==> config.mk <==
export PLATFORM = sky130hd
export DESIGN_NAME = bnn_xnor_layer
export DESIGN_NICKNAME = d
export VERILOG_FILES = /design/src/rtl/bnn_xnor_layer.sv
export SDC_FILE = /design/constraint.sdc
export NUM_CORES = 1
export LEC_CHECK = 0
export CAP_MARGIN = 15
export CORE_ASPECT_RATIO = 0.8
export CORE_MARGIN = 3
export CORE_UTILIZATION = 50
export DETAILED_ROUTE_END_ITERATION = 7
export PLACE_DENSITY = 0.65
export SYNTH_ARGS = -nofsm -noshare
export SYNTH_HDL_FRONTEND = slang
export SYNTH_SLANG_ARGS = --single-unit
==> constraint.sdc <==
create_clock -name clk -period 10.61 [get_ports clk]
set_input_delay 2.122 -clock clk [delete_from_list [all_inputs] [get_ports clk]]
set_output_delay 2.122 -clock clk [all_outputs]
set_load 0.05 [all_outputs]
==> src/rtl/bnn_xnor_layer.sv <==
// Fully-connected binary NN layer: byte-loaded weights/activations, one neuron per clock
// (XNOR, popcount, threshold). Optional argmax class output under BNN_ARGMAX_EN.
module bnn_xnor_layer #(
  parameter int N_IN   = 16,
  parameter int N_OUT  = 8,
  parameter int DATA_W = 8,
  parameter int THRESH = N_IN / 2
) (
  input  logic                     clk,
  input  logic                     rst,
  input  logic                     in_valid,
  output logic                     in_ready,
  input  logic [DATA_W-1:0]        in_data,
  input  logic                     in_sel,
  output logic                     out_valid,
  input  logic                     out_ready,
  output logic [N_OUT-1:0]         out_data
`ifdef BNN_ARGMAX_EN
  ,
  output logic [$clog2(N_OUT)-1:0] out_class
`endif
);

  // state   | meaning
  // IDLE    | accept weight/activation bytes
  // COMPUTE | evaluate neuron idx_q each cycle
  // OUTPUT  | present result, wait for consumer handshake

  localparam int K  = N_IN / DATA_W;
  localparam int PW = $clog2(N_IN + 1);
  localparam int KW = (K > 1) ? $clog2(K) : 1;
  localparam int IW = $clog2(N_OUT);

  typedef enum logic [1:0] {IDLE, COMPUTE, OUTPUT} state_t;

  state_t state_q, state_d;

  logic [N_IN-1:0]  w_mem [N_OUT];
  logic [N_IN-1:0]  act_q;
  logic [IW-1:0]    wn_q;
  logic [KW-1:0]    wb_q;
  logic [KW-1:0]    ac_q;
  logic [IW-1:0]    idx_q;
  logic [N_OUT-1:0] res_q;
  logic [N_IN-1:0]  match;
  logic [PW-1:0]    pc;
  logic             fire;
  logic             accept;

  assign accept = in_valid && in_ready;
  assign match  = ~(w_mem[idx_q] ^ act_q);
  assign fire   = (pc >= PW'(THRESH));

  always_comb begin
    pc = '0;
    for (int i = 0; i < N_IN; i++) pc = pc + PW'(match[i]);
  end

  always_comb begin
    state_d  = state_q;
    in_ready = 1'b0;
    case (state_q)
      IDLE: begin
        in_ready = 1'b1;
        if (in_valid && in_sel && ac_q == KW'(K - 1)) state_d = COMPUTE;
      end
      COMPUTE: if (idx_q == IW'(N_OUT - 1)) state_d = OUTPUT;
      OUTPUT:  if (out_valid && out_ready) state_d = IDLE;
      default: state_d = IDLE;
    endcase
  end

  always_ff @(posedge clk) begin
    if (rst) state_q <= IDLE;
    else     state_q <= state_d;
  end

  always_ff @(posedge clk) begin
    if (rst) begin
      for (int j = 0; j < N_OUT; j++) w_mem[j] <= '0;
      act_q     <= '0;
      wn_q      <= '0;
      wb_q      <= '0;
      ac_q      <= '0;
      idx_q     <= '0;
      res_q     <= '0;
      out_valid <= 1'b0;
      out_data  <= '0;
    end else begin
      if (accept && !in_sel) begin
        w_mem[wn_q][wb_q*DATA_W +: DATA_W] <= in_data;
        if (wb_q == KW'(K - 1)) begin
          wb_q <= '0;
          wn_q <= (wn_q == IW'(N_OUT - 1)) ? '0 : wn_q + IW'(1);
        end else begin
          wb_q <= wb_q + KW'(1);
        end
      end
      if (accept && in_sel) begin
        act_q[ac_q*DATA_W +: DATA_W] <= in_data;
        if (ac_q == KW'(K - 1)) begin
          ac_q  <= '0;
          idx_q <= '0;
        end else begin
          ac_q <= ac_q + KW'(1);
        end
      end
      if (state_q == COMPUTE) begin
        res_q[idx_q] <= fire;
        if (idx_q != IW'(N_OUT - 1)) idx_q <= idx_q + IW'(1);
      end
      // out_valid rises one cycle after OUTPUT entry; result then frozen until next entry
      if (state_q == OUTPUT && !out_valid) begin
        out_valid <= 1'b1;
        out_data  <= res_q;
      end else if (out_valid && out_ready) begin
        out_valid <= 1'b0;
      end
    end
  end

`ifdef BNN_ARGMAX_EN
  logic [PW-1:0] best_pc_q;
  logic [IW-1:0] best_idx_q;

  // strict compare keeps the lowest index on ties
  always_ff @(posedge clk) begin
    if (rst) begin
      best_pc_q  <= '0;
      best_idx_q <= '0;
      out_class  <= '0;
    end else begin
      if (state_q == COMPUTE && (idx_q == '0 || pc > best_pc_q)) begin
        best_pc_q  <= pc;
        best_idx_q <= idx_q;
      end
      if (state_q == OUTPUT && !out_valid) out_class <= best_idx_q;
    end
  end
`endif

endmodule
==> results of run 1 <==
[per-layer routing]
| layer | global-route usage | vias to the layer above |
|---|---|---|
| li1 | - | 2308 |
| met3 | 0.0514 | 18 |
| met5 | 0 | - |
| met4 | 0.0652 | 0 |
| met2 | 0.313 | 194 |
| met1 | 0.313 | 2545 |
[cell type report]
type / count / area (um^2)
Clock inverter: 11 / 170
Tap cell: 210 / 263
Multi-Input combinational cell: 423 / 3050
Clock buffer: 18 / 429
Sequential cell: 171 / 4710
Fill cell: 1222 / 6430
Timing Repair Buffer: 27 / 253
Inverter: 16 / 60.1
[cell families (layout without fill, tap and decap cells)]
group | Yosys count | count (layout)
AOI/OAI and AO/OA | 54 | 54
and+or+nand+nor | 271 | 271
DFF | 171 | 171
muxes | 61 | 61
xor gates and xnor gates | 18 | 18
buffers and inverters | 51 | 72
adders and majority gates | 19 | 19
[power by group through the flow]
stage	Clock (uW)	Sequential (uW)	Combinational, uW
6_report	646	751	189
2_1_floorplan	0	757	149
4_1_cts	650	751	192
5_1_grt	679	753	218
3_5_place_dp	0	765	190
3_3_place_gp	0	764	185
[stage by stage]
| step | setup WS [ps] | cells | power, uW | area (um^2) |
|---|---|---|---|---|
| 5_1_grt | 4520 | 876 | 1650 | 8940 |
| 2_1_floorplan | 5660 | 645 | 906 | 8010 |
| 6_report | 4910 | 876 | 1590 | 8940 |
| 4_1_cts | 4830 | 876 | 1590 | 8940 |
| 3_3_place_gp | 4990 | 847 | 949 | 8340 |
| 3_5_place_dp | 4920 | 847 | 955 | 8340 |
[final timing paths]
path / startpoint / to / cells past startpoint
worst min register to register: act_q[14] / act_q[14] / 2
worst max-delay path: idx_q[0] / res_q[0] / 17
worst min-delay path: act_q[14] / act_q[14] / 2
worst max register to register: idx_q[0] / res_q[0] / 17
[worst max-delay path: stages, from the launching register on]
cell and delay [ps]:
sky130_fd_sc_hd__dfxtp_2 740, sky130_fd_sc_hd__buf_4 480, sky130_fd_sc_hd__mux4_2 570, sky130_fd_sc_hd__mux2i_1 240, sky130_fd_sc_hd__xor2_1 220, sky130_fd_sc_hd__fa_1 470, sky130_fd_sc_hd__fa_1 510, sky130_fd_sc_hd__inv_1 50
sky130_fd_sc_hd__fa_1 470, sky130_fd_sc_hd__inv_1 50, sky130_fd_sc_hd__fa_1 530, sky130_fd_sc_hd__ha_1 180, sky130_fd_sc_hd__inv_1 60, sky130_fd_sc_hd__fa_1 340, sky130_fd_sc_hd__and2_1 160, sky130_fd_sc_hd__a31oi_1 150
sky130_fd_sc_hd__nor2_1 150, sky130_fd_sc_hd__a211oi_1 250
[placed cells by master, fill, tap and decap left out, drive strengths merged, types with 2 or more instances in the layout]
cell type      count
mux2i             33
nor4b              2
xor2              10
nand3b             4
nor2b              4
edfxtp           128
mux4              28
nand3             10
o21ai              3
fa                10
nor3b              4
nor2             161
a211oi             7
a21o               4
clkinv             4
ha                 9
nor4               2
nand2b            19
dfxtp             43
or2                3
nand2             49
buf                6
bufinv             4
nor3               7
clkbuf            18
a31o               4
inv               18
a31oi              6
clkdlybuf4s50     21
a21oi             24
xnor2              8
[synthesized netlist by cell type, types with 2 or more instances]
cell type                    n
sky130_fd_sc_hd__nor2b_1     4
sky130_fd_sc_hd__or2_2       3
sky130_fd_sc_hd__inv_1      16
sky130_fd_sc_hd__a21o_1      4
sky130_fd_sc_hd__nor4b_4     2
sky130_fd_sc_hd__dfxtp_1    43
sky130_fd_sc_hd__edfxtp_1  128
sky130_fd_sc_hd__xor2_1     10
sky130_fd_sc_hd__nor4_1      2
sky130_fd_sc_hd__a211oi_1    7
sky130_fd_sc_hd__nor2_1    159
sky130_fd_sc_hd__buf_6       4
sky130_fd_sc_hd__ha_1        9
sky130_fd_sc_hd__nand2_1    46
sky130_fd_sc_hd__a21oi_1    24
sky130_fd_sc_hd__nand3b_1    3
sky130_fd_sc_hd__nand2b_1   19
sky130_fd_sc_hd__buf_2      15
sky130_fd_sc_hd__o21ai_0     3
sky130_fd_sc_hd__a31oi_1     6
sky130_fd_sc_hd__buf_4       2
sky130_fd_sc_hd__mux4_2     28
sky130_fd_sc_hd__nand3_1     8
sky130_fd_sc_hd__a31o_2      4
sky130_fd_sc_hd__nor3_1      6
sky130_fd_sc_hd__mux2i_1    33
sky130_fd_sc_hd__xnor2_1     8
sky130_fd_sc_hd__fa_1       10
sky130_fd_sc_hd__nor3b_1     4
sky130_fd_sc_hd__clkbuf_1   13
sky130_fd_sc_hd__nand2_4     3
[sequential cells by signal (all words and copies together), names as in the netlist]
signal / count
out_valid: 1
state_q: 2
wn_q: 3
ac_q: 1
wb_q: 1
res_q: 8
act_q: 16
w_mem: 128
out_data: 8
idx_q: 3
==> metrics.txt, run 1 <==
# TYPE chip_impl_metric gauge
chip_impl_metric{name="relSlewSlack",unit=""} 0.330
chip_impl_info{name="crit_path_capture_type",value="register"} 1
chip_impl_info{name="timing.hold.worst.class",value="register to register"} 1
chip_impl_metric{name="clock_latency",unit="ps"} 430
chip_impl_metric{name="wire_length_of_the_first_global_routing_pass",unit="um"} 28500
chip_impl_metric{name="yosys.area_share.xor_xnor",unit=""} 0.0197
chip_impl_metric{name="detail_route.vias_per_cell",unit=""} 5.78
chip_impl_metric{name="crit_path_max_fanout",unit=""} 28
chip_impl_metric{name="grt_usage",unit=""} 0.212
chip_impl_metric{name="cts_resized",unit=""} 0
chip_impl_metric{name="cts_max_path_buffers",unit=""} 2
chip_impl_metric{name="power.leakage",unit="uW"} 0.00303
chip_impl_metric{name="chipHeight",unit="um"} 119
chip_impl_info{name="main_combinational_cell_family_by_area_after_synthesis",value="simple AND/OR/NAND/NOR gates"} 1
chip_impl_metric{name="peak_supply_drop",unit="mV"} 0.112
chip_impl_metric{name="drt-total-wl",unit="um"} 17600
chip_impl_info{name="maxUsedRoutingLayer",value="met4"} 1
chip_impl_metric{name="place.detailed.hpwl",unit="um"} 11800
chip_impl_info{name="rsz0062_at_grt",value="no"} 1
chip_impl_metric{name="grt_start_max_net_pins",unit=""} 64
chip_impl_metric{name="ys_seq_elements",unit=""} 171
chip_impl_info{name="clock-root-buffer",value="sky130_fd_sc_hd__clkbuf_16"} 1
chip_impl_metric{name="power.density",unit="nW/um^2"} 177
chip_impl_metric{name="routed_wirelength_normalized_by_instance_count",unit="um"} 20.0
chip_impl_metric{name="cts.htree.levels",unit=""} 4
chip_impl_metric{name="synth_warnings",unit=""} 0
chip_impl_metric{name="timing.clock.skew",unit="ps"} 9.89
chip_impl_metric{name="setup-violations-final",unit=""} 0
chip_impl_metric{name="initial_standard_cell_utilization_of_the_core",unit=""} 0.521
chip_impl_info{name="cts_tree",value="yes"} 1
chip_impl_metric{name="drive_above_1_share",unit=""} 0.120
chip_impl_metric{name="max_clock_freq",unit="MHz"} 175
chip_impl_metric{name="yosys.area.top_type_share",unit=""} 0.480
chip_impl_metric{name="power.share.clock",unit=""} 0.407
chip_impl_metric{name="cts_hold_buf",unit=""} 0
chip_impl_metric{name="critPathArrivalTime",unit="ps"} 6030
chip_impl_metric{name="area_growth_syn_to_layout",unit="%"} 11.6
chip_impl_metric{name="total_standard_cell_area_after_synthesis",unit="um^2"} 8010
chip_impl_metric{name="max_slew.worst_pin.slew",unit="ps"} 1000
chip_impl_metric{name="antenna_found_initial",unit=""} 0
chip_impl_metric{name="globalplace.congestion",unit=""} 0.825
chip_impl_info{name="netlist.top_cell.by_area",value="sky130_fd_sc_hd__edfxtp_1"} 1
chip_impl_metric{name="path_clk_slew",unit="ps"} 60
chip_impl_metric{name="post-route-period-util",unit=""} 0.538
chip_impl_metric{name="switching_share",unit=""} 0.239
chip_impl_metric{name="post_synth.cell_area_avg",unit="um^2"} 12.4
chip_impl_metric{name="synth_compound_gate_area_share",unit=""} 0.0424
chip_impl_metric{name="max_cap_viol_count",unit=""} 0
chip_impl_metric{name="first_pass_iters",unit=""} 5
chip_impl_metric{name="drt_first_iter_violations",unit=""} 435
chip_impl_info{name="run_status",value="completed"} 1
chip_impl_metric{name="floorplan.rows",unit=""} 40
chip_impl_metric{name="proportion_of_synthesized_flip_flops_having_asynchronous_set_or_reset",unit=""} 0
chip_impl_info{name="top_cells_by_area_synth",value="sky130_fd_sc_hd__edfxtp_1 (48%), sky130_fd_sc_hd__dfxtp_1 (11%), sky130_fd_sc_hd__mux4_2 (7.9%), sky130_fd_sc_hd__nor2_1 (7.5%), sky130_fd_sc_hd__mux2i_1 (4.1%)"} 1
chip_impl_metric{name="finish.utilization",unit=""} 0.582
chip_impl_metric{name="pwr-share-seq",unit=""} 0.473
chip_impl_info{name="criticalPathCategory",value="register to register"} 1
chip_impl_metric{name="routed-via-count",unit=""} 5065
chip_impl_metric{name="dr_wl_met2",unit="um"} 8040
chip_impl_metric{name="remaining_routing_drc_violations",unit=""} 0
chip_impl_metric{name="synthesized_instance_count",unit=""} 645
chip_impl_metric{name="sequential_element_share_of_the_synthesized_area",unit=""} 0.588
chip_impl_info{name="crit_path_start_kind",value="register"} 1
chip_impl_metric{name="critical_path_required",unit="ps"} 10940
chip_impl_metric{name="ff2ff_setup_slack",unit="ps"} 4910
chip_impl_metric{name="yosys.area_share.simple",unit=""} 0.160
chip_impl_metric{name="buffer_ports.inserted",unit=""} 22
chip_impl_metric{name="switching_power",unit="uW"} 378
chip_impl_metric{name="wirelength_met1",unit="um"} 8010
chip_impl_metric{name="fin_hold_ws",unit="ps"} 466
chip_impl_metric{name="final_hold_viol_count",unit=""} 0
chip_impl_metric{name="comb_power_share",unit=""} 0.119
chip_impl_metric{name="route.antenna.remaining_nets",unit=""} 0
chip_impl_metric{name="core_area",unit="um^2"} 15400
chip_impl_metric{name="detailroute.wirelength.met3",unit="um"} 1270
chip_impl_metric{name="global_route.overflow_total",unit=""} 0
chip_impl_metric{name="synth-edff-count",unit=""} 128
chip_impl_metric{name="post_synth_mux_area_share",unit=""} 0.120
chip_impl_metric{name="synthDistinctLibCells",unit=""} 50
chip_impl_metric{name="power_report.internal_total",unit="uW"} 1210
chip_impl_metric{name="die_w",unit="um"} 147
chip_impl_metric{name="fp.dieArea",unit="um^2"} 17600
chip_impl_metric{name="boundaryPins",unit=""} 23
chip_impl_info{name="synth-main-ff-cell",value="sky130_fd_sc_hd__edfxtp_1"} 1
chip_impl_metric{name="synth_fa_ha_area_frac",unit=""} 0.0391
chip_impl_metric{name="cts-buffers-inserted",unit=""} 17
chip_impl_metric{name="number_of_antenna_cells_inserted",unit=""} 0
chip_impl_metric{name="cts_setup_buffers",unit=""} 0
chip_impl_metric{name="first_global_vias",unit=""} 4968
chip_impl_metric{name="cts_sinks",unit=""} 171
chip_impl_metric{name="min_period",unit="ps"} 5700
chip_impl_metric{name="total_negative_setup_slacks",unit="ps"} 0
chip_impl_metric{name="synthesis.nets",unit=""} 677
chip_impl_metric{name="design.final.nets",unit=""} 688
chip_impl_metric{name="final-max-slew-violation-count",unit=""} 0
(Power assumes the default switching activity.)
==> run 2: changes to the inputs <==
- clock period: 10.61 -> 5.3 ns (I/O delays scaled with it)
==> metrics.txt, run 2 (synthesis results as in run 1) <==
# TYPE chip_impl_metric gauge
chip_impl_info{name="run_status",value="completed"} 1
chip_impl_metric{name="chipHeight",unit="um"} 119
chip_impl_metric{name="finalInstanceArea",unit="um^2"} 8950
chip_impl_info{name="mostFrequentLayoutCell",value="sky130_fd_sc_hd__nor2_1"} 1
chip_impl_metric{name="relSlewSlack",unit=""} 0.329
chip_impl_metric{name="post_dp_cell_area",unit="um^2"} 8390
chip_impl_metric{name="initial_standard_cell_utilization_of_the_core",unit=""} 0.521
chip_impl_metric{name="number_of_antenna_cells_inserted",unit=""} 0
chip_impl_metric{name="cts.htree.levels",unit=""} 4
chip_impl_metric{name="number_of_flip_flops_under_the_largest_register_name",unit=""} 128
chip_impl_metric{name="place_inst",unit=""} 853
chip_impl_metric{name="post-route-period-util",unit=""} 0.951
chip_impl_metric{name="timing.clock.skew",unit="ps"} 8.00
chip_impl_metric{name="grt_start_max_net_pins",unit=""} 44
chip_impl_metric{name="remaining_routing_drc_violations",unit=""} 0
chip_impl_metric{name="route.antenna.remaining_nets",unit=""} 0
chip_impl_info{name="rsz0062_at_grt",value="no"} 1
chip_impl_metric{name="total_negative_setup_slacks",unit="ps"} 0
chip_impl_metric{name="critical_path_required",unit="ps"} 5630
chip_impl_metric{name="grt_usage",unit=""} 0.214
chip_impl_metric{name="buffer_ports.inserted",unit=""} 22
chip_impl_metric{name="wire_length_of_the_first_global_routing_pass",unit="um"} 28400
chip_impl_metric{name="drive_above_1_share",unit=""} 0.139
chip_impl_metric{name="area_growth_syn_to_layout",unit="%"} 11.8
chip_impl_metric{name="cts_sinks",unit=""} 171
chip_impl_metric{name="design.final.nets",unit=""} 697
chip_impl_info{name="largest_registers",value="w_mem: 128 flops, act_q: 16 flops"} 1
chip_impl_metric{name="power.leakage",unit="uW"} 0.00306
chip_impl_info{name="cts_tree",value="yes"} 1
chip_impl_metric{name="antenna_found_initial",unit=""} 0
chip_impl_metric{name="cts_max_path_buffers",unit=""} 2
chip_impl_metric{name="max_cap_viol_count",unit=""} 0
chip_impl_info{name="criticalPathCategory",value="register to register"} 1
chip_impl_info{name="clock-root-buffer",value="sky130_fd_sc_hd__clkbuf_16"} 1
chip_impl_metric{name="detail_route.vias_per_cell",unit=""} 5.69
chip_impl_metric{name="fin_hold_ws",unit="ps"} 470
chip_impl_info{name="timing.hold.worst.class",value="register to register"} 1
chip_impl_metric{name="drt_first_iter_violations",unit=""} 513
chip_impl_metric{name="final_hold_viol_count",unit=""} 0
chip_impl_metric{name="globalplace.congestion",unit=""} 0.840
chip_impl_metric{name="crit_path_max_fanout",unit=""} 9
chip_impl_metric{name="fp.dieArea",unit="um^2"} 17600
chip_impl_metric{name="floorplan.rows",unit=""} 40
chip_impl_metric{name="clock_latency",unit="ps"} 420
chip_impl_metric{name="final-max-slew-violation-count",unit=""} 0
chip_impl_metric{name="max_clock_freq",unit="MHz"} 198
chip_impl_metric{name="setup-violations-final",unit=""} 0
chip_impl_metric{name="routed_wirelength_normalized_by_instance_count",unit="um"} 20.3
chip_impl_info{name="crit_path_start_kind",value="register"} 1
chip_impl_metric{name="die_w",unit="um"} 147
chip_impl_metric{name="peak_supply_drop",unit="mV"} 0.229
chip_impl_metric{name="first_pass_iters",unit=""} 5
chip_impl_metric{name="global_route.overflow_total",unit=""} 0
chip_impl_metric{name="max_slew.worst_pin.slew",unit="ps"} 1010
chip_impl_info{name="mostFrequentLayoutCells",value="sky130_fd_sc_hd__nor2_1 (159), sky130_fd_sc_hd__edfxtp_1 (128), sky130_fd_sc_hd__nand2_1 (46)"} 1
chip_impl_metric{name="routed-via-count",unit=""} 5054
chip_impl_metric{name="boundaryPins",unit=""} 23
chip_impl_metric{name="stdcell_count",unit=""} 888
chip_impl_metric{name="first_global_vias",unit=""} 5025
chip_impl_metric{name="power.density",unit="nW/um^2"} 339
chip_impl_metric{name="path_clk_slew",unit="ps"} 70
chip_impl_metric{name="cts_hold_buf",unit=""} 0
chip_impl_info{name="biggest_register",value="w_mem"} 1
chip_impl_metric{name="fin_total_pwr",unit="uW"} 3030
chip_impl_metric{name="place.detailed.hpwl",unit="um"} 12300
chip_impl_info{name="crit_path_capture_type",value="register"} 1
chip_impl_metric{name="drt-total-wl",unit="um"} 18000
chip_impl_metric{name="core_area",unit="um^2"} 15400
chip_impl_metric{name="critPathArrivalTime",unit="ps"} 5370
chip_impl_metric{name="min_period",unit="ps"} 5040
chip_impl_metric{name="cts-buffers-inserted",unit=""} 17
-- run 2: final timing paths --
kind,from,endpoint,slack [ps],depth (start not counted)
setup / recovery,idx_q[0],res_q[6],260,17
hold / removal,act_q[15],act_q[15],470,2
setup reg to reg,idx_q[0],res_q[6],260,17
hold reg to reg,act_q[15],act_q[15],470,2
-- run 2: layout make-up --
| class | count | area, um^2 |
|---|---|---|
| tap | 210 | 263 |
| clock inverter | 14 | 95.1 |
| sequential | 171 | 4710 |
| timing repair buffer | 36 | 333 |
| clock buffer | 18 | 429 |
| inverter | 16 | 60.1 |
| fill | 1271 | 6420 |
| multi-input combinational | 423 | 3060 |
-- run 2: timing repair --
action                     CTS  global route
setup endpoints to repair    0             8
buffers inserted             0             3
resized for setup            0             3
-- run 2: per-layer routing --
metal,track usage,share of wire
met1,0.313,0.46
met2,0.319,0.45
met3,0.0605,0.077
met4,0.0536,0.0099
met5,0,0
-- run 2: critical path, stage by stage (launching register included) --
cell and delay (ps):
sky130_fd_sc_hd__dfxtp_4 440, sky130_fd_sc_hd__buf_12 160, sky130_fd_sc_hd__mux4_2 500, sky130_fd_sc_hd__mux2i_1 220, sky130_fd_sc_hd__xor2_1 220, sky130_fd_sc_hd__fa_1 460, sky130_fd_sc_hd__fa_1 520, sky130_fd_sc_hd__inv_1 50
sky130_fd_sc_hd__fa_1 470, sky130_fd_sc_hd__inv_1 60, sky130_fd_sc_hd__fa_1 560, sky130_fd_sc_hd__ha_1 170, sky130_fd_sc_hd__inv_1 60, sky130_fd_sc_hd__fa_1 360, sky130_fd_sc_hd__and2_1 160, sky130_fd_sc_hd__a31oi_1 150
sky130_fd_sc_hd__nor2_1 150, sky130_fd_sc_hd__a211oi_1 230
-- run 2: power by group --
group	internal, uW	leakage [uW]	switching [uW]
clock network	600	0.000258	531
logic	165	0.00113	235
registers	1480	0.00167	23.6
total	2240	0.00306	789
-- run 2: metrics by stage --
step / util / setup WS [ps]
floorplan: - / 352
global placement: 0.546 / 305
detailed placement: 0.546 / 161
CTS: 0.580 / 105
global route: 0.582 / 10.5
finish: 0.582 / 261
